### src/rtl/time_entry_loader.sv
// time_entry_loader: keypad-side writer for the microwave countdown chain.
// Shifts decimal key presses into a three-digit M:SS entry, validates the
// entry on the start command, then drives a one-cycle active-low load strobe
// followed by a one-cycle start pulse into the digit counters.
//
// Sequence after a start command is accepted at edge N:
//   ARM   : the entry is frozen and no strobe is driven yet (cycle N)
//   LOAD  : loadn is low (cycle N+1), so the counters sample it at edge N+2
//   START : start is high (cycle N+2)
//   then the entry clears at edge N+3 and the block accepts keys again.
// A rejected entry raises err one cycle later than the rejection edge in the
// same way, so both the load strobe and err follow a start command by one cycle.
module time_entry_loader #(
  parameter int KEY_CLEAR = 10,
  parameter int KEY_START = 11
) (
  input  logic       clk,
  input  logic       clr,
  input  logic       key_valid,
  input  logic [3:0] key_code,
  input  logic       timer_busy,
  output logic [3:0] min_ones,
  output logic [3:0] sec_tens,
  output logic [3:0] sec_ones,
  output logic       loadn,
  output logic       start,
  output logic       err,
  output logic [1:0] ndigits
);

  localparam logic [3:0] KC_CLEAR = 4'(KEY_CLEAR);
  localparam logic [3:0] KC_START = 4'(KEY_START);

  typedef enum logic [1:0] {
    ST_ENTRY,
    ST_ARM,
    ST_LOAD,
    ST_START
  } state_t;

  state_t state;
  logic   err_pend;

  // Entry register, sequencing FSM and all registered strobes in one block.
  always_ff @(posedge clk) begin
    if (clr) begin
      state    <= ST_ENTRY;
      min_ones <= 4'd0;
      sec_tens <= 4'd0;
      sec_ones <= 4'd0;
      ndigits  <= 2'd0;
      loadn    <= 1'b1;
      start    <= 1'b0;
      err      <= 1'b0;
      err_pend <= 1'b0;
    end else begin
      loadn    <= 1'b1;
      start    <= 1'b0;
      err      <= err_pend;
      err_pend <= 1'b0;
      case (state)
        ST_ENTRY: begin
          if (key_valid) begin
            if (key_code <= 4'd9) begin
              if (!timer_busy && ndigits != 2'd3) begin
                min_ones <= sec_tens;
                sec_tens <= sec_ones;
                sec_ones <= key_code;
                ndigits  <= ndigits + 2'd1;
              end
            end else if (key_code == KC_CLEAR) begin
              min_ones <= 4'd0;
              sec_tens <= 4'd0;
              sec_ones <= 4'd0;
              ndigits  <= 2'd0;
            end else if (key_code == KC_START && !timer_busy) begin
              if (min_ones == 4'd0 && sec_tens == 4'd0 && sec_ones == 4'd0) begin
                state <= ST_ENTRY;
              end else if (sec_tens > 4'd5) begin
                min_ones <= 4'd0;
                sec_tens <= 4'd0;
                sec_ones <= 4'd0;
                ndigits  <= 2'd0;
                err_pend <= 1'b1;
              end else begin
                state <= ST_ARM;
              end
            end
          end
        end
        ST_ARM: begin
          loadn <= 1'b0;
          state <= ST_LOAD;
        end
        ST_LOAD: begin
          start <= 1'b1;
          state <= ST_START;
        end
        ST_START: begin
          min_ones <= 4'd0;
          sec_tens <= 4'd0;
          sec_ones <= 4'd0;
          ndigits  <= 2'd0;
          state    <= ST_ENTRY;
        end
        default: state <= ST_ENTRY;
      endcase
    end
  end

endmodule

### config.mk
export PLATFORM = sky130hd
export DESIGN_NAME = time_entry_loader
export DESIGN_NICKNAME = d
export VERILOG_FILES = /design/src/rtl/time_entry_loader.sv
export SDC_FILE = /design/constraint.sdc
export NUM_CORES = 1
export LEC_CHECK = 0
export CAP_MARGIN = 10
export CORE_ASPECT_RATIO = 1.4
export CORE_UTILIZATION = 45
export CTS_BUF_LIST = sky130_fd_sc_hd__clkbuf_16
export CTS_CLUSTER_SIZE = 14
export DETAILED_ROUTE_END_ITERATION = 7
export GPL_TIMING_DRIVEN = 0
export PLACE_DENSITY_LB_ADDON = 0.15
export SLEW_MARGIN = 20
export SYNTH_ARGS = -nofsm -noshare
export SYNTH_HDL_FRONTEND = slang
export SYNTH_SLANG_ARGS = --single-unit
### constraint.sdc
create_clock -name clk -period 1.7 [get_ports clk]
set_input_delay 0.34 -clock clk [delete_from_list [all_inputs] [get_ports clk]]
set_output_delay 0.34 -clock clk [all_outputs]
set_load 0.02 [all_outputs]
==> results.yml <==
final_layout:
  n_antenna_cell: 0
  multi_input_area_um2: 606
  final_cell_mix: "clkdlybuf4s50_1, dfxtp_1, nand2b_1"
  ff_latch_area_um2: 400
  layout_commonest_cell: "clkdlybuf4s50_1"
  instances_no_fill: 156
  drive_above_1_share_pct: 10.4
  fin_util_pct: 66.6
  final_nets: 149
  syn_to_final_growth_pct: 41.0
  nFillCells: 174
placed_design:
  post-place-cells: 150
  dp_slack_ns: -0.339
  gp_congestion: 0.742
  hpwlAfterDp_mm: 1.53
  io_buffers: 24
timing:
  final.period_utilization_pct: 97.6
  whs_ns: 0.458
  final-setup-viol-count: 0
  min_period_ns: 1.66
  max_slew_margin_pct: 73.5
  fmax_mhz: 603
  fin_skew_ns: 0.00398
  worstMarginPinSlew_ns: 0.398
  fin_ws_ns: 0.0403
  rsz0062_at_grt: "true"
  hold_viol: 0
  slew_viol_final: 0
synth:
  ys_ff_latch: 20
  seq_area_frac_synth_pct: 39.4
  netlist_area_mm2: 0.00102
  yosysWarnings: 0
  syn-num-nets: 118
  syn_inst: 104
  ys_types: 28
  avgSynthCellArea_um2: 9.78
global_routing:
  grt_pass1_wl_mm: 3.56
  grt_antenna_before_repair: 0
  grt_max_degree: 13
  grt-ovfl-total: 0
  first_global_vias: 832
  grtUsageTotal_pct: 19.1
worst_hold_path:
  whs_path_depth: 1
  hp-class: "reg -> reg"
  holdCritStartpoint: "err_pend$_SDFF_PP0_"
  whs_endpoint: "err$_SDFF_PP0_"
worst_setup_path:
  r2r_slack_ns: 0.09
  end_kind: "register"
  crit_type: "in -> reg"
  worst-path-max-fanout: 10
  reg2reg_from: "state[0]$_SDFFE_PP0P_"
  cp_cell_sequence: "clkdlybuf4s50_1 > o21a_1 > nand3_1 > a21oi_4 > buf_8 > mux2i_1"
  worst_setup_path_start_kind: "primary input"
  required_ns: 1.88
  cpMaxStageDelayCell: "clkdlybuf4s50_1"
  critPathArrivalTime_ns: 1.84
  cp_top_family: "buffers and inverters"
  crit_buf_inv: 2
  r2r-end: "min_ones[3]$_SDFFE_PP0P_"
  critPathMaxStageDelay_ns: 0.56
  r2r_cells: 6
floorplan:
  ios: 25
  die_h_um: 58.3
  die_x_um: 42.2
  start_util_pct: 47.3
  fp-row-count: 20
  core_area_mm2: 0.00215
  die_area_mm2: 0.00246
drt:
  viasPerCell: 5.45
  post_drt_wl_per_cell_um: 14.5
  wl_mm: 2.26
  drc: 0
  num_vias: 850
  first_pass_iters: 4
  drt_iter0_drc: 18
  drtAntennaViolNets: 0
clocking:
  clk_pin_slew_ns: 0.06
  cts_max_path_buffers: 2
  cts.sinks: 20
  cts_root_buf: "clkbuf_16"
  h-tree-depth: 1
  cts_buffers: 3
  cts_tree: "built"
  cts-hold-fix-buffers: 0
  clkLatencyLatePin_ns: 0.25
power_and_ir_drop:
  ir_drop_v: 0.000620
  total_power_uw: 1280
  p_leak_uw: 0.000557
  powerDensity_mw_per_mm2: 892
run_status:
  status: "finished clean"
flow_run:
  drv_cap: 0
[cells in the mapped netlist (all sizes together)]
cell type | instances | share of area (%)
o21a | 1 | 0.74
a21oi | 3 | 2.6
nand4 | 1 | 0.62
a211oi | 1 | 1.2
a21o | 1 | 0.74
or2 | 1 | 0.62
nor3b | 2 | 2.0
o41ai | 1 | 1.6
nand2b | 17 | 10
nor4b | 1 | 0.86
nor3 | 2 | 1.5
nor4 | 1 | 0.62
buf | 2 | 2.0
dfxtp | 20 | 39
mux2i | 16 | 16
inv | 2 | 0.74
nand2 | 14 | 5.2
ha | 6 | 7.4
clkbuf | 2 | 0.74
nand3 | 3 | 1.5
nand4b | 1 | 0.86
nor2 | 3 | 1.1
o211ai | 1 | 0.74
nor2b | 2 | 1.2
[cell type report]
type | count | area share (%)
clock inverter | 1 | 2.09
tap | 22 | 1.92
multi-input combinational | 78 | 42.2
buffer | 4 | 2.09
timing repair buffer | 26 | 18.0
inverter | 2 | 0.524
sequential | 20 | 27.9
clock buffer | 3 | 5.24
[metal layers]
layer  track usage (%)  vias to the layer above  wire length, um
li1                  -                      416                -
met1              21.5                      402              943
met2              33.2                       27             1170
met3              4.05                        5               95
met4              10.7                        0               47
met5                 0                        -                0
[metrics by stage]
stage / cell area [um^2] / TNS, ns
4_1_cts: 1400 / 0
5_1_grt: 1430 / -0.129
6_report: 1430 / 0
3_5_place_dp: 1280 / -4.17
2_1_floorplan: 1020 / 0
3_3_place_gp: 1280 / -3.72
[cell families (layout without fill, tap and decap cells)]
| family | Yosys count | count (layout) | synth area share (%) |
|---|---|---|---|
| buffers and inverters | 6 | 36 | 3.44 |
| DFF | 20 | 20 | 39.4 |
| AOI/OAI and AO/OA | 8 | 8 | 7.63 |
| adders and majority gates | 6 | 6 | 7.38 |
| and+or+nand+nor | 48 | 48 | 26.4 |
| muxes | 16 | 16 | 15.7 |
[where the power goes]
group | internal [uW] | total, uW | switching [uW]
clock network | 467 | 638 | 171
logic | 78.0 | 154 | 76.2
registers | 478 | 487 | 8.99
total | 1020 | 1280 | 256
[registers in the layout, indices dropped and copies added (netlist names)]
signal    cells
start         1
sec_ones      4
err_pend      1
sec_tens      4
min_ones      4
loadn         1
err           1
ndigits       2
state         2
[worst max-delay path by stage]
stage | end | slack (ns) | depth (start not counted) | start
floorplan | min_ones[3]$_SDFFE_PP0P_ | 0.18 | 6 | ndigits[0]$_SDFFE_PP0P_
global placement | ndigits[0]$_SDFFE_PP0P_ | -0.30 | 6 | key_code[2]
detailed placement | min_ones[3]$_SDFFE_PP0P_ | -0.34 | 6 | key_code[2]
CTS | sec_ones[2]$_SDFFE_PP0P_ | 0.006 | 6 | key_code[2]
global route | min_ones[1]$_SDFFE_PP0P_ | -0.03 | 6 | key_valid
finish | min_ones[3]$_SDFFE_PP0P_ | 0.04 | 6 | key_code[3]
[timing repair]
action | CTS | global route
gates resized for setup | 0 | 5
setup buffers | 1 | 1
endpoints found under the setup margin | 10 | 13
pin swaps | 1 | 0
(Power assumes the default switching activity.)
